File: config.mk
export PLATFORM = sky130hd
export DESIGN_NAME = inst_decode_stage
export DESIGN_NICKNAME = d
export VERILOG_FILES = /design/src/rtl/rv32_pkg.sv /design/src/rtl/inst_decode_stage_decoder.sv /design/src/rtl/inst_decode_stage_imm_gen.sv /design/src/rtl/inst_decode_stage.sv
export SDC_FILE = /design/constraint.sdc
export NUM_CORES = 1
export LEC_CHECK = 0
export CAP_MARGIN = 20
export CORE_ASPECT_RATIO = 1.75
export CORE_UTILIZATION = 46
export CTS_BUF_LIST = sky130_fd_sc_hd__clkbuf_16
export DETAILED_ROUTE_END_ITERATION = 6
export PLACE_DENSITY = 0.78
export REMOVE_ABC_BUFFERS = 1
export SLEW_MARGIN = 20
export SYNTH_ARGS = -nofsm -noshare
export SYNTH_HDL_FRONTEND = slang
export SYNTH_SLANG_ARGS = --single-unit
export TNS_END_PERCENT = 5
File: constraint.sdc
create_clock -name clk -period 0.9 [get_ports clk]
set_clock_uncertainty 0.15 [all_clocks]
set_input_delay 0.18 -clock clk [delete_from_list [all_inputs] [get_ports clk]]
set_output_delay 0.18 -clock clk [all_outputs]
set_load 0.05 [all_outputs]
File: src/rtl/rv32_pkg.sv
// RV32I decode types: opcode classes, immediate formats and the base opcode map.
package rv32_pkg;

    localparam int unsigned XLEN = 32;

    typedef enum logic [2:0] {
        R_TYPE,
        I_TYPE,
        S_TYPE,
        B_TYPE,
        U_TYPE,
        J_TYPE
    } immType_e;

    typedef enum logic [3:0] {
        INVALID,
        OP,
        OP_IMM,
        LOAD,
        STORE,
        BRANCH,
        JAL,
        JALR,
        LUI,
        AUIPC,
        SYSTEM
    } opcodeType_e;

    localparam logic [6:0] OPC_OP     = 7'b0110011;
    localparam logic [6:0] OPC_OP_IMM = 7'b0010011;
    localparam logic [6:0] OPC_LOAD   = 7'b0000011;
    localparam logic [6:0] OPC_JALR   = 7'b1100111;
    localparam logic [6:0] OPC_SYSTEM = 7'b1110011;
    localparam logic [6:0] OPC_STORE  = 7'b0100011;
    localparam logic [6:0] OPC_BRANCH = 7'b1100011;
    localparam logic [6:0] OPC_LUI    = 7'b0110111;
    localparam logic [6:0] OPC_AUIPC  = 7'b0010111;
    localparam logic [6:0] OPC_JAL    = 7'b1101111;

endpackage

File: src/rtl/inst_decode_stage_decoder.sv
// Combinational field extraction and opcode classification for one RV32I instruction.
module inst_decode_stage_decoder
    import rv32_pkg::*;
(
    input  logic        inst_valid,
    input  logic [31:0] inst,
    output logic [4:0]  rs1,
    output logic [4:0]  rs2,
    output logic [4:0]  rd,
    output opcodeType_e opcode_type,
    output immType_e    imm_type,
    output logic        rd_we,
    output logic        illegal
);

    logic writes_rd;
    logic bad_opcode;
    // funct3/funct7 are consumed by execute, not here
    logic unused_funct;

    assign unused_funct = ^{inst[31:25], inst[14:12]};

    assign rs1 = inst[19:15];
    assign rs2 = inst[24:20];
    assign rd  = inst[11:7];

    always_comb begin
        opcode_type = INVALID;
        imm_type    = R_TYPE;
        writes_rd   = 1'b0;
        bad_opcode  = 1'b0;
        case (inst[6:0])
            OPC_OP:     begin opcode_type = OP;     imm_type = R_TYPE; writes_rd = 1'b1; end
            OPC_OP_IMM: begin opcode_type = OP_IMM; imm_type = I_TYPE; writes_rd = 1'b1; end
            OPC_LOAD:   begin opcode_type = LOAD;   imm_type = I_TYPE; writes_rd = 1'b1; end
            OPC_JALR:   begin opcode_type = JALR;   imm_type = I_TYPE; writes_rd = 1'b1; end
            OPC_SYSTEM: begin opcode_type = SYSTEM; imm_type = I_TYPE; end
            OPC_STORE:  begin opcode_type = STORE;  imm_type = S_TYPE; end
            OPC_BRANCH: begin opcode_type = BRANCH; imm_type = B_TYPE; end
            OPC_LUI:    begin opcode_type = LUI;    imm_type = U_TYPE; writes_rd = 1'b1; end
            OPC_AUIPC:  begin opcode_type = AUIPC;  imm_type = U_TYPE; writes_rd = 1'b1; end
            OPC_JAL:    begin opcode_type = JAL;    imm_type = J_TYPE; writes_rd = 1'b1; end
            default:    bad_opcode = 1'b1;
        endcase
    end

    // Side-effect flags only mean something for a real instruction
    assign rd_we   = inst_valid & writes_rd & (rd != 5'd0);
    assign illegal = inst_valid & bad_opcode;

endmodule

File: src/rtl/inst_decode_stage_imm_gen.sv
// Sign-extended immediate assembly for the RV32I immediate formats.
module inst_decode_stage_imm_gen
    import rv32_pkg::*;
(
    input  logic [31:7] inst,
    input  immType_e    imm_type,
    output logic [31:0] imm
);

    always_comb begin
        imm = 32'd0;
        case (imm_type)
            I_TYPE:  imm = {{20{inst[31]}}, inst[31:20]};
            S_TYPE:  imm = {{20{inst[31]}}, inst[31:25], inst[11:7]};
            B_TYPE:  imm = {{19{inst[31]}}, inst[31], inst[7], inst[30:25], inst[11:8], 1'b0};
            U_TYPE:  imm = {inst[31:12], 12'd0};
            J_TYPE:  imm = {{11{inst[31]}}, inst[31], inst[19:12], inst[20], inst[30:21], 1'b0};
            default: imm = 32'd0;
        endcase
    end

endmodule

File: src/rtl/inst_decode_stage.sv
// ID stage: combinational decode feeding the ID/EX pipeline register (flush > stall > load).
module inst_decode_stage
    import rv32_pkg::*;
#(
    parameter int unsigned XLEN = 32
) (
    input  logic            clk,
    input  logic            rst_n,
    input  logic            inst_valid_i,
    input  logic [31:0]     inst_i,
    input  logic            stall_i,
    input  logic            flush_i,
    output logic            valid_o,
    output logic [4:0]      rs1_o,
    output logic [4:0]      rs2_o,
    output logic [4:0]      rd_o,
    output opcodeType_e     opcode_type_o,
    output immType_e        imm_type_o,
    output logic [XLEN-1:0] imm_o,
    output logic            rd_we_o,
    output logic            illegal_o
);

    logic [4:0]  rs1;
    logic [4:0]  rs2;
    logic [4:0]  rd;
    opcodeType_e opcode_type;
    immType_e    imm_type;
    logic [31:0] imm;
    logic        rd_we;
    logic        illegal;

    inst_decode_stage_decoder u_decoder (
        .inst_valid  (inst_valid_i),
        .inst        (inst_i),
        .rs1         (rs1),
        .rs2         (rs2),
        .rd          (rd),
        .opcode_type (opcode_type),
        .imm_type    (imm_type),
        .rd_we       (rd_we),
        .illegal     (illegal)
    );

    inst_decode_stage_imm_gen u_imm_gen (
        .inst     (inst_i[31:7]),
        .imm_type (imm_type),
        .imm      (imm)
    );

    always_ff @(posedge clk or negedge rst_n) begin
        if (!rst_n) begin
            valid_o       <= 1'b0;
            rs1_o         <= 5'd0;
            rs2_o         <= 5'd0;
            rd_o          <= 5'd0;
            opcode_type_o <= INVALID;
            imm_type_o    <= R_TYPE;
            imm_o         <= '0;
            rd_we_o       <= 1'b0;
            illegal_o     <= 1'b0;
        end else if (flush_i) begin
            valid_o       <= 1'b0;
            rs1_o         <= 5'd0;
            rs2_o         <= 5'd0;
            rd_o          <= 5'd0;
            opcode_type_o <= INVALID;
            imm_type_o    <= R_TYPE;
            imm_o         <= '0;
            rd_we_o       <= 1'b0;
            illegal_o     <= 1'b0;
        end else if (!stall_i) begin
            valid_o       <= inst_valid_i;
            rs1_o         <= rs1;
            rs2_o         <= rs2;
            rd_o          <= rd;
            opcode_type_o <= opcode_type;
            imm_type_o    <= imm_type;
            imm_o         <= imm;
            rd_we_o       <= rd_we;
            illegal_o     <= illegal;
        end
    end

endmodule

==> results of run 1 <==
==> cells by family after synthesis <==
family                   share of synthesized area
XOR/XNOR                                   0.00602
buffers and inverters                       0.0602
multiplexers                                0.0619
AND/OR/NAND/NOR                              0.157
flip-flops                                   0.490
AO/OA/AOI/OAI                                0.220
adder cells (fa/ha/maj)                    0.00430
==> metal layers <==
metal / GRT usage / vias up / share of wire
li1: - / 1296 / -
met1: 0.323 / 1558 / 0.32
met2: 0.620 / 197 / 0.53
met3: 0.0447 / 83 / 0.063
met4: 0.246 / 0 / 0.086
met5: 0 / - / 0
==> cell type report <==
cell class / instances / area (sq um) / area share
Timing Repair Buffer: 149 / 2050 / 0.379
Multi-Input combinational cell: 196 / 1510 / 0.279
Sequential cell: 57 / 1430 / 0.263
Clock buffer: 9 / 225 / 0.0415
Tap cell: 80 / 100 / 0.0185
Clock inverter: 7 / 62.6 / 0.0115
Inverter: 12 / 45.0 / 0.00830
==> registers in the layout, summed over array words and instances, names as in the netlist <==
| signal | flops |
|---|---|
| illegal_o | 1 |
| imm_o | 32 |
| imm_type_o | 3 |
| opcode_type_o | 4 |
| rd_o | 5 |
| rd_we_o | 1 |
| rs1_o | 5 |
| rs2_o | 5 |
| valid_o | 1 |
==> stage by stage <==
step                      instances   util
final                           510  0.885
after global routing            510  0.885
after CTS                       504  0.855
after detailed placement        484  0.776
after global placement          484  0.776
after floorplan                 265      -
==> placed cells by master, fill, tap and decap left out, drive strengths merged, types with 4 or more instances in the layout <==
| cell | synthesis | layout |
|---|---|---|
| a21o | 12 | 12 |
| a21oi | 23 | 23 |
| a22o | 11 | 11 |
| a22oi | 4 | 4 |
| buf | 15 | 117 |
| clkbuf | 7 | 9 |
| clkdlybuf4s15 | 0 | 4 |
| clkdlybuf4s50 | 0 | 22 |
| dfrtp | 57 | 57 |
| dlymetal6s2s | 0 | 5 |
| inv | 12 | 13 |
| mux2i | 18 | 18 |
| nand2 | 35 | 35 |
| nand3 | 4 | 4 |
| nor2 | 26 | 26 |
| o211ai | 7 | 7 |
| o21a | 5 | 5 |
| o21ai | 22 | 22 |
==> power by group through the flow <==
stage,logic [uW],registers (uW),clock network [uW]
finish,1250,2670,3360
global route,1290,2670,3480
CTS,1150,2670,3330
detailed placement,1080,2710,0
global placement,1060,2710,0
floorplan,203,2850,0
==> path summary, 6_finish.rpt <==
check | start | end | slack, ns
setup / recovery | inst_i[3] | imm_o[11]$_DFFE_PN0P_ | -1.27
hold / removal | rst_n | imm_o[30]$_DFFE_PN0P_ | 0.09
setup reg to reg | illegal_o$_DFFE_PN0P_ | illegal_o$_DFFE_PN0P_ | -0.21
hold reg to reg | imm_o[28]$_DFFE_PN0P_ | imm_o[28]$_DFFE_PN0P_ | 0.40
max in group asynchronous | rst_n | rd_o[4]$_DFFE_PN0P_ | 0.09
min in group clk | inst_i[20] | rs2_o[0]$_DFFE_PN0P_ | 0.16
==> worst max-delay path, cell delays in order <==
cell	delay (ns)
buf_6	0.10
buf_6	0.11
nand3b_4	0.16
nor3_4	0.27
inv_2	0.10
ha_4	0.19
or4_4	0.45
buf_4	0.17
nand3_1	0.17
a21o_1	0.19
o211ai_2	0.13
==> what timing repair did <==
action / 4_1_cts / 5_1_grt
hold buffers: 1 / 0
endpoints found under the hold margin: 57 / 0
cloned: 1 / 0
setup endpoints to repair: 114 / 114
setup buffers: 2 / 6
gates resized for setup: 81 / 35
pin swaps: 33 / 13
==> out/metrics.cfg, run 1 <==
[worst_setup_path]
crit_fanout=4
r2r_cells=2
cp.required_ns=0.94
startpoint_type=primary input
critPathKind=primary input to flop
cp.arrival_ns=2.22
end_kind=flop

[power]
p_sw_uw=1970
clockPowerShare=0.462
p_int_uw=5310
seqPwrFrac=0.367
p_per_area_nw_per_um2=1340
switching_share=0.271
pwr-share-comb=0.171
ir_drop_uv=2150
fin_total_pwr_uw=7280
p_leak_uw=0.00255

[timing]
report.final.setup_viol=108
rsz0062_at_grt=yes
finalHoldViolCount=0
final-max-slew-violation-count=0
holdWs_ns=0.0907
fin_crit_ns=2.17
tns_ns=-55.36
worst-slew-pin-transition_ns=0.600
max_freq_mhz=460
fin_crit_sh=2.41
relSlewSlack=0.590
worst_slack_ns=-1.27

[logic_synthesis]
yosysWarnings=0
synthCells=287
yosysSeqAreaShare=0.490
synth.most_common_cell=dfrtp_1
synthArstFlopShare=1.00
synth_common_cells=dfrtp_1 (57), nand2_1 (35), nor2_1 (26)
avgSynthCellArea_sq_um=10.1
synth.area.top_cells=dfrtp_1 (49%), mux2i_1 (6.2%), nand2_1 (4.5%)
ys_ff_latch=57
synth_cell_type_count=48
synth_edf_count=0
synth_area_leader_cell=dfrtp_1
netlist_area_sq_um=2910
yosysTopAreaCellShare=0.490
synth_top_flop_cell=dfrtp_1

[final_layout]
fill_cells=233
fin_nets=463
layout-drive-gt1-share=0.447
areaGrowthSynthToFinish_pct=86.5
fin_area_sq_um=5430
num_antenna_cells=0

[routing]
ant_nets=0
via_per_inst=6.15
routedWlPerCell_um=23.8
route.vias.total=3134
wirelength_um=12100
drt-pass1-iter-count=5
drc=0
drt_iter0_drc=261

[die]
die_h_um=107
die_x_um=62.1
pin_count=94
core_area_sq_um=6130
start_util=0.474
dieArea_sq_um=6660
fp-row-count=38

[cts]
clk-insertion-delay-late_ns=0.34
clk_path_buf_depth=2
cts_tree=yes
clock-sinks=57
cts_buffers=9
clk_pin_slew_ns=0.05
cts_root_buf=clkbuf_16
ctsHtreeMaxLevel=3

[outcome]
violations=negative setup slack
status=complete, but fails checks

[placement]
dpl-instance-area_sq_um=4760
hpwlAfterDp_um=6660
place_ws_ns=-1.91
place_congestion=0.853
portBuffers=93

[global_routing]
grt_usage=0.330
grt_max_degree=29
antenna_found_initial=0
overflow=0
grt_pass1_vias=3239
grt_pass1_wl_um=16600

[worst_hold_path]
hold_path.class=primary input to async pin

[run]
maxCapViolCount=0

No activity file was read; power rests on OpenSTA's default activity.
==> run 2, diff against run 1 <==
CELL_PAD_IN_SITES_DETAIL_PLACEMENT = 0   (was default)
CELL_PAD_IN_SITES_GLOBAL_PLACEMENT = 1   (was default)
CORE_MARGIN = 2   (was default)
CORE_UTILIZATION = 35   (was 46)
SKIP_CTS_REPAIR_TIMING = 1   (was default)
==> out/metrics.cfg, run 2 (synthesized netlist as in run 1, its figures left out) <==
[worst_setup_path]
critPathKind=primary input to flop
r2r_start=rd_we_o$_DFFE_PN0P_
end_kind=flop
crit_start=inst_i[6]
r2r_cells=2  ; unchanged
crit_end=imm_o[27]$_DFFE_PN0P_
cp.arrival_ns=2.02  ; -0.20 ns
rr_endpoint=rd_we_o$_DFFE_PN0P_
cp.required_ns=1.02  ; +0.08 ns
crit_fanout=6  ; +2
r2r_slack_ns=-0.01  ; +0.20 ns
startpoint_type=primary input

[outcome]
status=complete, but fails checks
violations=negative setup slack

[global_routing]
grt_pass1_vias=2836  ; -12%
grt_usage=0.211  ; -0.119
overflow=0  ; unchanged
antenna_found_initial=0  ; unchanged
grt_max_degree=22  ; -24%
grt_pass1_wl_um=14600  ; -12%

[final_layout]
largest_reg_flops=32  ; unchanged
fill_cells=625  ; +170%
layout_common_cells=buf_12 (61), dfrtp_1 (57), buf_4 (39)
multi_input_area_sq_um=1430  ; -5.5%
num_antenna_cells=0  ; unchanged
fin_nets=462  ; -0.22%
areaGrowthSynthToFinish_pct=83.4
top_register=imm_o
seqCellArea_sq_um=1430  ; unchanged
layout-drive-gt1-share=0.408  ; -0.0386
mostFrequentLayoutCell=buf_12

[timing]
worst-slew-pin-transition_ns=0.406  ; -0.194 ns
worst_slack_ns=-1.00  ; +0.273 ns
tns_ns=-51.95  ; +3.41 ns
relSlewSlack=0.722  ; +0.132
rsz0062_at_grt=yes
fin_crit_sh=2.11  ; -0.304
fin_crit_ns=1.90  ; -0.273 ns
max_freq_mhz=526  ; +14%
report.final.setup_viol=98  ; -9.3%
finalHoldViolCount=0  ; unchanged
final-max-slew-violation-count=0  ; unchanged

[cts]
cts_buffers=9  ; unchanged
clk_pin_slew_ns=0.05  ; about the same
cts_root_buf=clkbuf_16
clock-sinks=57  ; unchanged
cts_tree=yes
clk_path_buf_depth=2  ; unchanged
ctsHtreeMaxLevel=3  ; unchanged
clk-insertion-delay-late_ns=0.32  ; -0.02 ns

[power]
ir_drop_uv=1180  ; -45%
p_per_area_nw_per_um2=1380  ; +2.6%
p_leak_uw=0.00253  ; -0.63%

[die]
pin_count=94  ; unchanged
dieArea_sq_um=9090  ; +36%
core_area_sq_um=8200  ; +34%
die_h_um=125  ; +16%
start_util=0.355  ; -0.120
fp-row-count=44  ; +16%
die_x_um=72.9  ; +17%

[placement]
place_congestion=0.837  ; -1.9%
place_ws_ns=-1.89  ; +0.0269 ns
portBuffers=93  ; unchanged
hpwlAfterDp_um=6910  ; +3.8%

[routing]
route.vias.total=2718  ; -13%
drt_iter0_drc=120  ; -54%
ant_nets=0  ; unchanged
routedWlPerCell_um=17.7  ; -26%
drc=0  ; unchanged
via_per_inst=5.22  ; -15%
wirelength_um=9210  ; -24%
drt-pass1-iter-count=5  ; unchanged

[run]
maxCapViolCount=0  ; unchanged

[worst_hold_path]
hold_path.class=primary input to async pin

[run 2: cell count changes in the layout (fill, tap and decap cells not counted), sizes merged, moves of 3 or more]
cell	before	now
buf	117	113
clkbuf	9	12
clkdlybuf4s15	4	0
dlymetal6s2s	5	8
[run 2: through the flow]
step | total power [uW] | instance area [sq um] | hold WS [ns] | util | std cells
floorplan | 3050 | 2780 | -0.266 | - | 265
global placement | 3820 | 4830 | -0.113 | 0.589 | 503
detailed placement | 3830 | 4830 | -0.112 | 0.589 | 503
CTS | 7360 | 5140 | -0.454 | 0.626 | 519
global route | 7600 | 5340 | 0.0941 | 0.650 | 521
finish | 7350 | 5340 | 0.0965 | 0.650 | 521
[run 2: final cells by class]
class                   count  area share
clock buffers               9      0.0422
clock inverters             7      0.0159
inverters                  12     0.00844
multi-input cells         196       0.268
flip-flops and latches     57       0.267
well taps                  92      0.0216
repair buffers            148       0.377
[run 2: worst min-delay path by stage]
stage | cells past startpoint | end | start
after floorplan | 0 | illegal_o$_DFFE_PN0P_ | rst_n
after global placement | 1 | imm_o[1]$_DFFE_PN0P_ | rst_n
after detailed placement | 1 | imm_o[1]$_DFFE_PN0P_ | rst_n
after CTS | 1 | imm_o[1]$_DFFE_PN0P_ | rst_n
after global routing | 2 | imm_o[1]$_DFFE_PN0P_ | rst_n
final | 2 | imm_o[1]$_DFFE_PN0P_ | rst_n
[run 2: worst max-delay path, cell delays in order]
cell	delay, ns
buf_6	0.09
or3b_1	0.38
a21oi_2	0.19
inv_2	0.06
ha_4	0.17
buf_6	0.12
nor4b_4	0.32
buf_6	0.20
nand2_1	0.08
a21oi_2	0.12
a21o_1	0.09
[run 2: where the power goes]
group / switching (uW) / internal [uW] / leakage (uW) / total (uW)
clock: 1140 / 2390 / 0.000150 / 3520
combinational: 590 / 567 / 0.00160 / 1160
sequential: 51.5 / 2610 / 0.000785 / 2670
[run 2: metal layers]
metal / vias up / track usage / share of wire
met1: 1343 / 0.243 / 0.37
met3: 9 / 0.0421 / 0.035
met4: 0 / 0.0719 / 0.017
met2: 75 / 0.376 / 0.58
li1: 1291 / - / -
met5: - / 0 / 0
